[config.mk]
export PLATFORM = sky130hd
export DESIGN_NAME = mem_wb_stage
export DESIGN_NICKNAME = d
export VERILOG_FILES = /design/src/rtl/mem_wb_pkg.sv /design/src/rtl/mem_wb_stage_align.sv /design/src/rtl/mem_wb_stage.sv
export SDC_FILE = /design/constraint.sdc
export NUM_CORES = 1
export LEC_CHECK = 0
export CORE_AREA = 2 2 125 127
export DETAILED_ROUTE_END_ITERATION = 12
export DIE_AREA = 0 0 127 129
export PLACE_DENSITY = 0.85
export SLEW_MARGIN = 10
export SYNTH_ARGS = -nofsm -noshare
export SYNTH_HDL_FRONTEND = slang
export SYNTH_HIERARCHICAL = 1
export SYNTH_SLANG_ARGS = --single-unit
export TNS_END_PERCENT = 50
[constraint.sdc]
create_clock -name clk -period 6.75 [get_ports clk]
set_input_delay 1.6875 -clock clk [delete_from_list [all_inputs] [get_ports clk]]
set_output_delay 1.6875 -clock clk [all_outputs]
set_load 0.005 [all_outputs]
[src/rtl/mem_wb_pkg.sv]
// Shared definitions for the memory-access / MEM-WB stage: access-size codes,
// writeback-select codes, FSM states and the alignment rule.
package mem_wb_pkg;

  typedef enum logic [2:0] {
    DM_W  = 3'b000,
    DM_H  = 3'b001,
    DM_HU = 3'b010,
    DM_B  = 3'b011,
    DM_BU = 3'b100
  } dm_type_e;

  localparam logic [2:0] WD_ALU = 3'd0;
  localparam logic [2:0] WD_MEM = 3'd1;
  localparam logic [2:0] WD_PC4 = 3'd2;

  typedef enum logic {
    IDLE = 1'b0,
    WAIT = 1'b1
  } state_e;

  // Codes 101-111 fall into the word case.
  function automatic logic is_misaligned(input logic [2:0] dm, input logic [1:0] off);
    case (dm)
      DM_H, DM_HU: return off[0];
      DM_B, DM_BU: return 1'b0;
      default:     return off != 2'b00;
    endcase
  endfunction

endpackage

[src/rtl/mem_wb_stage_align.sv]
// Store-lane replication / byte enables and load byte/half extraction with
// sign or zero extension, purely combinational.
module mem_align
  import mem_wb_pkg::*;
(
  input  logic [2:0]  dm_type,
  input  logic [1:0]  offset,
  input  logic [31:0] store_data,
  input  logic [31:0] load_word,
  output logic [3:0]  be,
  output logic [31:0] wdata,
  output logic [31:0] load_data
);

  logic [31:0] shifted;
  logic [7:0]  byte_v;
  logic [15:0] half_v;

  assign shifted = load_word >> {offset, 3'b000};
  assign byte_v  = shifted[7:0];
  assign half_v  = offset[1] ? load_word[31:16] : load_word[15:0];

  always_comb begin
    be        = '1;
    wdata     = store_data;
    load_data = load_word;
    case (dm_type)
      DM_B, DM_BU: begin
        be        = 4'b0001 << offset;
        wdata     = {4{store_data[7:0]}};
        load_data = (dm_type == DM_B) ? {{24{byte_v[7]}}, byte_v} : {24'd0, byte_v};
      end
      DM_H, DM_HU: begin
        be        = offset[1] ? 4'b1100 : 4'b0011;
        wdata     = {2{store_data[15:0]}};
        load_data = (dm_type == DM_H) ? {{16{half_v[15]}}, half_v} : {16'd0, half_v};
      end
      default: ;
    endcase
  end

endmodule

[src/rtl/mem_wb_stage.sv]
// Memory-access stage: dmem req/ack FSM with timeout, pipeline stall generation
// and the MEM/WB pipeline register.
module mem_wb_stage
  import mem_wb_pkg::*;
#(
  parameter int unsigned TIMEOUT = 16,
  parameter int unsigned TO_W    = 5
) (
  input  logic        clk,
  input  logic        rst_n,
  input  logic [31:0] EX_MEM_NPC,
  input  logic [31:0] EX_MEM_alu_result,
  input  logic [31:0] EX_MEM_read2_data,
  input  logic [4:0]  EX_MEM_RD,
  input  logic        EX_MEM_RegWrite,
  input  logic [2:0]  EX_MEM_WDSel,
  input  logic [2:0]  EX_MEM_DMType,
  input  logic        EX_MEM_MemRead,
  input  logic        EX_MEM_MemWrite,
  output logic        dmem_req,
  output logic        dmem_we,
  output logic [31:0] dmem_addr,
  output logic [3:0]  dmem_be,
  output logic [31:0] dmem_wdata,
  input  logic        dmem_ack,
  input  logic [31:0] dmem_rdata,
  output logic        mem_stall,
  output logic        mem_exc,
  output logic [31:0] MEM_WB_NPC,
  output logic [31:0] MEM_WB_alu_result,
  output logic [31:0] MEM_WB_mem_data,
  output logic [4:0]  MEM_WB_RD,
  output logic        MEM_WB_RegWrite,
  output logic [2:0]  MEM_WB_WDSel
);

  state_e          state_q, state_d;
  logic [TO_W-1:0] cnt_q, cnt_d;
  logic [31:0]     npc_q, npc_d, alu_q, alu_d, mdata_q, mdata_d;
  logic [4:0]      rd_q, rd_d;
  logic            rw_q, rw_d;
  logic [2:0]      wdsel_q, wdsel_d;

  logic        mem_op, misaligned, aligned_op, is_load;
  logic        req, abort, complete, stall, exc;
  logic [3:0]  be_w;
  logic [31:0] wdata_w, load_ext;

  mem_align u_align (
    .dm_type   (EX_MEM_DMType),
    .offset    (EX_MEM_alu_result[1:0]),
    .store_data(EX_MEM_read2_data),
    .load_word (dmem_rdata),
    .be        (be_w),
    .wdata     (wdata_w),
    .load_data (load_ext)
  );

  // Everything combinational is masked by rst_n so outputs read 0 during reset.
  always_comb begin
    mem_op     = EX_MEM_MemRead | EX_MEM_MemWrite;
    misaligned = mem_op & is_misaligned(EX_MEM_DMType, EX_MEM_alu_result[1:0]);
    aligned_op = mem_op & ~misaligned;
    is_load    = EX_MEM_MemRead & ~EX_MEM_MemWrite;
    req        = rst_n & ((state_q == WAIT) | aligned_op);
    abort      = rst_n & (state_q == WAIT) & ~dmem_ack & (cnt_q == TO_W'(TIMEOUT - 1));
    complete   = req & dmem_ack;
    stall      = rst_n & aligned_op & ~dmem_ack & ~abort;
    exc        = rst_n & (misaligned | abort);
  end

  always_ff @(posedge clk or negedge rst_n) begin
    if (!rst_n) begin
      state_q <= IDLE;
      cnt_q   <= '0;
    end else begin
      state_q <= state_d;
      cnt_q   <= cnt_d;
    end
  end

  // The counter counts request cycles including the IDLE issue cycle, so it
  // enters WAIT at 1 and the stall lasts TIMEOUT-1 cycles before the abort.
  always_comb begin
    state_d = state_q;
    cnt_d   = cnt_q;
    case (state_q)
      IDLE: if (req && !dmem_ack) begin
        state_d = WAIT;
        cnt_d   = TO_W'(1);
      end
      WAIT: if (dmem_ack || abort) begin
        state_d = IDLE;
        cnt_d   = '0;
      end else begin
        cnt_d = cnt_q + TO_W'(1);
      end
      default: state_d = IDLE;
    endcase
  end

  always_comb begin
    dmem_req   = req;
    dmem_we    = req & EX_MEM_MemWrite;
    dmem_addr  = req ? {EX_MEM_alu_result[31:2], 2'b00} : '0;
    dmem_be    = req ? be_w : '0;
    dmem_wdata = req ? wdata_w : '0;
    mem_stall  = stall;
    mem_exc    = exc;
  end

  always_comb begin
    npc_d   = npc_q;
    alu_d   = alu_q;
    mdata_d = mdata_q;
    rd_d    = rd_q;
    rw_d    = rw_q;
    wdsel_d = wdsel_q;
    if (stall) begin
      rd_d = '0;
      rw_d = 1'b0;
    end else begin
      npc_d   = EX_MEM_NPC;
      alu_d   = EX_MEM_alu_result;
      mdata_d = (complete && is_load) ? load_ext : '0;
      rd_d    = EX_MEM_RD;
      rw_d    = EX_MEM_RegWrite & ~exc;
      wdsel_d = EX_MEM_WDSel;
    end
  end

  always_ff @(posedge clk or negedge rst_n) begin
    if (!rst_n) begin
      npc_q   <= '0;
      alu_q   <= '0;
      mdata_q <= '0;
      rd_q    <= '0;
      rw_q    <= 1'b0;
      wdsel_q <= '0;
    end else begin
      npc_q   <= npc_d;
      alu_q   <= alu_d;
      mdata_q <= mdata_d;
      rd_q    <= rd_d;
      rw_q    <= rw_d;
      wdsel_q <= wdsel_d;
    end
  end

  assign MEM_WB_NPC        = npc_q;
  assign MEM_WB_alu_result = alu_q;
  assign MEM_WB_mem_data   = mdata_q;
  assign MEM_WB_RD         = rd_q;
  assign MEM_WB_RegWrite   = rw_q;
  assign MEM_WB_WDSel      = wdsel_q;

endmodule

* Word level (Yosys, flattened, before mapping)
Cells that the tools add are included.
** Operators by class
- Add/sub/neg operators :: 1
- $mul :: 0
- Divide/modulo/power cells :: 0
- Order comparisons :: 0
- Equal/unequal tests :: 6
- Shift-type cells :: 2
- Mux-type cells :: 20
- Bitwise logic cells :: 23
- Reduce and logical (&&, ||, !) cells :: 7
** Operator list (count)
- 32-bit two-way mux :: 5
- 32-bit one-hot mux with 2 select lines :: 2
- 32-bit by 5-bit right shift with 8-bit output :: 1
- 16-bit two-way mux :: 1
- 5-bit two-way mux :: 3
- 1-bit bitwise AND :: 14
- 5-bit one-hot mux with 2 select lines :: 1
- 4-bit two-way mux :: 2
- 4-bit one-hot mux with 2 select lines :: 1
- 3-bit by 2-bit equality test with 1-bit output (second input constant) :: 2
- 1-bit NOT :: 6
- 5-bit by 1-bit adder with 5-bit output (second input constant) :: 1
- 5-bit by 4-bit equality test with 1-bit output (second input constant) :: 1
- 1-bit one-hot mux with 2 select lines :: 2
- 2-bit OR reduction :: 2
- 1-bit by 2-bit left shift with 4-bit output (first input constant) :: 1
- 3-bit by 1-bit equality test with 1-bit output (second input constant) :: 1
- 3-bit equality test (second input constant) :: 1
- 1-bit two-way mux :: 3
- 1-bit OR :: 3
- 1-bit logical AND :: 2
- 2-bit inequality test (second input constant) :: 1
- 2-bit nonzero test :: 1
- 1-bit zero test :: 1
- 1-bit logical OR :: 1
** Word-level totals
- Bits in registers :: 111
- Bits in latches :: 0
- Bits in writable memories :: 0
- Memory bits (read-only) :: 0
- Input port bits :: 145
- Output and inout bits :: 177
- Memories :: 0

* Depth between registers and ports, before layout
- Word-level depth :: 11
- Gate-level depth with buffers :: 9

* Cells and area by module
Netlist, hierarchy kept.
** Modules (own cells, without submodules)
- mem_wb_stage :: times used 1, cells each 364, area each 5064.9 um^2, seq. area each 2777.7 um^2
- mem_align :: times used 1, cells each 197, area each 1413.9 um^2, seq. area each 0.0 um^2

* Worst setup path before layout
No wires, ideal clock.
- Path type :: input to output
- Start :: input port EX_MEM_DMType[0]
- End :: output port dmem_wdata[22]
- Arrival time :: 3204 ps
- Data required time :: 5062 ps
- Setup slack :: 1858 ps
- Stages :: 6
- Path buffers :: 2
- Cells stage by stage :: clkbuf_1 nor2_1 xor2_1 buf_2 mux2_2 a21boi_0
** Between the ends
- Elaborated cells on any way between the ends :: 14
** RTL lines
- from (decl) :: line mem_wb_stage.sv:17 : input logic [2:0] EX_MEM_DMType,
- 3-bit by 2-bit equality test with 1-bit output (tied with other cells) :: line mem_wb_stage_align.sv:27 : case (dm_type)
- 2-bit OR reduction :: line mem_wb_stage_align.sv:27
- 32-bit one-hot mux with 2 select lines (*) :: line mem_wb_stage_align.sv:27
- named net wdata_w[22] :: line mem_wb_stage.sv:47 : logic [31:0] wdata_w, load_ext;
- 32-bit two-way mux (*) :: line mem_wb_stage.sv:107 : dmem_wdata = req ? wdata_w : '0;
- to (decl) :: line mem_wb_stage.sv:24 : output logic [31:0] dmem_wdata,
The timed path passes the listed nets; every way through them passes the cells marked *.

* Worst setup path after layout
- Start :: input port EX_MEM_DMType[0]
- End :: output port dmem_wdata[12]
Same word-level chain as after synthesis.

==> key figures <==
Floorplanning
  • DIE AREA: approximately 16000 um^2
  • Site row count: 45
  • # IOs: roughly 320
  • Die height: 129 um
  • Core area: between 10000 and 15000 um^2
  • Initial cell density of the core: between 40% and 50%
  • Die W: between 100 and 150 um

Clocking
  • Clock Root Buffer: clkbuf_16
  • CTS resizes: 0
  • Clk Latency, worst-skew pair: 350 ps
  • Hold_buf cts: 0
  • CTS Buf Count: 9
  • Setup Fix Bufs, Post-CTS: 0
  • H-tree levels: 3
  • Clk sink count: between 100 and 150
  • Reg clk slew, reported paths: approximately 70 ps
  • CTS tree: done
  • CTS max path bufs: 2

Synthesis
  • Top FF cell, synth: dfrtp_1
  • Mean Syn Cell Area: 11.55 um^2
  • Number of synthesized flops with an enable pin: 0
  • Synth Instances: 561
  • #FFs+latches synth: around 110
  • Distinct cell type count after synthesis: 61
  • Ys Warns: 6
  • Post-synth ARST share: between 90% and 100%
  • Post-Syn Area: approximately 6500 um^2
  • Sequential area share after synthesis: between 40% and 50%

Finish
  • Antenna diodes: 0
  • Nets: a little under 1000
  • Fraction of layout cells with a size suffix above 1: 16.41%
  • Growth of design area from synthesis to finish: 54.25%
  • Fillers: between 1000 and 1500
  • Final instance area: about 10000 um^2

STA
  • Tmin final: 6142 ps
  • Setup Viol. Count Final: 0
  • Worst slew margin: roughly a quarter
  • Slew @ Worst Pin: about 1100 ps
  • Hold Vio Cnt, Final: 0
  • Final WS setup: 607.7 ps
  • Highest clock rate: approximately 0.16 GHz
  • Max Clock Skew: approximately 10 ps
  • Tcrit/Tclk final: between 90% and 100%
  • Setup TNS: 0 ps
  • Hold slack: between 400 and 500 ps
  • Max Slew Vio Count: 0
  • RSZ-0062 raised after global routing: false

GRT
  • First-pass GRT wire length: around 32000 um
  • Initial antenna violation count: 0
  • Overall Global Routing Usage: 25.15%
  • Grt ovf: 0
  • Vias in the first global route: around 5800
  • Largest net degree at the start of global routing: 69

Critical path
  • Critical Path Sink Type: output pin
  • CP Data Required Time: around 5000 ps
  • CP Launch Type: primary input
  • Arr. time, crit path: approximately 4500 ps
  • Critical path type: in2out
  • Crit-path max FO: 16
  • R2R cell count: 10
  • Crit path to: dmem_wdata[12]
  • Worst r2r src: cnt_q[0]$_DFFE_PN0P_
  • FF-to-FF End: MEM_WB_alu_result[9]$_DFFE_PN0N_
  • Critical Path Start: EX_MEM_DMType[0]
  • Worst R2R Setup Slack: 3120 ps

Drt
  • Total Wirelength: 21270 um
  • Metal-1 WL: between 8000 and 9000 um
  • Via density: about 5.4
  • DRC Markers: 0
  • Via count: 5658
  • Wire length per cell: about 20 um
  • Metal2 WL: 10470 um
  • Pre-Repair DR Iteration Count: 4
  • DR top layer: met4
  • Antenna Nets Post-Route: 0
  • WL met3: 1583 um
  • Starting DRC count in detailed routing: between 300 and 400

Power and ir drop
  • VDD IR max: about 0.00011 V
  • Power per cell area: approximately 180 nW/um^2
  • Leakage power total: 4.243 nW
  • Total power: about 1.8 mW

Placed design
  • Number of port buffers: between 300 and 400
  • DP Area: a little under 10000 um^2
  • DP Wirelength: 15870 um
  • Post-place setup slack: ~610 ps
  • GP Congestion: approximately 0.85

Run
  • Max cap viols: 0

Min path
  • Hold Path Class: reg2reg

Outcome
  • Status: finished, final reports clean
==> cells by family after synthesis <==
group | count (synthesis) | synth area share (%)
AO/OA/AOI/OAI | 192 | 22.34
XOR/XNOR | 2 | 0.2704
flip-flops | 111 | 42.87
buffers and inverters | 75 | 6.547
AND/OR/NAND/NOR | 72 | 5.755
multiplexers | 105 | 21.61
adder cells (fa/ha/maj) | 3 | 0.5407
other | 1 | 0.05788
==> sequential cells by signal, indices dropped and copies added (netlist names) <==
| signal | count |
|---|---|
| MEM_WB_NPC | 32 |
| state_q | 1 |
| cnt_q | 5 |
| MEM_WB_mem_data | 32 |
| MEM_WB_RegWrite | 1 |
| MEM_WB_alu_result | 32 |
| MEM_WB_RD | 5 |
| MEM_WB_WDSel | 3 |
==> routing by layer <==
metal  GRT usage [%]  up-vias
met1           30.32     2735
met2           43.55      258
met4           11.25        0
li1                -     2621
met3           5.364       44
met5               0        -
==> layout by cell type (no fill, tap or decap), types with 8 or more instances in the layout <==
| cell | count |
|---|---|
| a21oi_1 | 8 |
| dfrtp_1 | 111 |
| a21o_1 | 13 |
| buf_4 | 15 |
| mux2i_1 | 15 |
| a21boi_0 | 68 |
| a22o_1 | 32 |
| mux2_2 | 22 |
| nor2_1 | 11 |
| nand2_1 | 27 |
| clkbuf_16 | 9 |
| clkdlybuf4s50_1 | 318 |
| o21ai_0 | 26 |
| mux2_4 | 60 |
| inv_1 | 16 |
==> worst max-delay path: stages <==
cell and delay (ps):
clkdlybuf4s50_1 660, or3b_2 570, nand2b_1 500, mux2_2 410, a21boi_0 120, clkdlybuf4s50_1 500
==> cell type report <==
type	count	area, um^2	share of cell area [%]
Multi-Input combinational cell	376	3306	33.08
Timing Repair Buffer	333	3296	32.98
Sequential cell	111	2778	27.80
Tap cell	188	235.2	2.354
Clock buffer	9	225.2	2.254
Clock inverter	7	87.58	0.8764
Inverter	17	66.31	0.6636
==> through the flow <==
stage,std cells,utilization (%)
2_1_floorplan,562,-
6_report,1041,66.73
3_5_place_dp,1025,64.64
4_1_cts,1041,66.73
3_3_place_gp,1025,64.64
5_1_grt,1041,66.73
==> cell usage after synthesis, types with 2 or more instances <==
master    number  area (um^2)
dfrtp_1      111         2778
a21boi_0      68        510.5
mux2_4        60        900.9
a22o_1        32        280.3
nand2_1       28        105.1
o21ai_0       26        130.1
clkbuf_1      22        82.58
mux2_2        22        247.7
inv_1         16        60.06
mux2i_1       15        150.1
a21o_1        13        97.59
buf_2         13        65.06
nor2_1        11        41.29
buf_4         10        75.07
buf_6         10        112.6
a21oi_1        9        45.04
a221o_2        7        78.83
mux2_1         7        78.83
o211ai_1       7        52.55
o221ai_1       7        61.31
or3_1          7        43.79
a21o_2         6        52.55
and2_1         5        31.28
nor2b_1        3        18.77
a31oi_1        2        12.51
buf_1          2        7.510
ha_1           2        25.02
nand2b_1       2        12.51
nand3_1        2        10.01
nor3_1         2        10.01
nor4b_1        2        17.52
o21ai_1        2        10.01
o21bai_1       2        15.01
==> where the power goes <==
group	switching, mW	internal, mW	total (mW)	leakage [nW]
clock	0.266	0.298	0.563	0.154
combinational	0.191	0.300	0.491	2.71
sequential	0.0295	0.708	0.738	1.38
==> worst min-delay path by stage <==
stage | startpoint | to | slack, ps | depth (start not counted)
after CTS | cnt_q[3]$_DFFE_PN0P_ | cnt_q[3]$_DFFE_PN0P_ | 480 | 1
after global routing | cnt_q[3]$_DFFE_PN0P_ | cnt_q[3]$_DFFE_PN0P_ | 510 | 1
after detailed placement | cnt_q[3]$_DFFE_PN0P_ | cnt_q[3]$_DFFE_PN0P_ | 480 | 1
final | cnt_q[3]$_DFFE_PN0P_ | cnt_q[3]$_DFFE_PN0P_ | 480 | 1
after floorplan | cnt_q[3]$_DFFE_PN0P_ | cnt_q[3]$_DFFE_PN0P_ | 440 | 1
after global placement | MEM_WB_alu_result[14]$_DFFE_PN0N_ | MEM_WB_alu_result[14]$_DFFE_PN0N_ | 470 | 1
(Power assumes the default switching activity.)
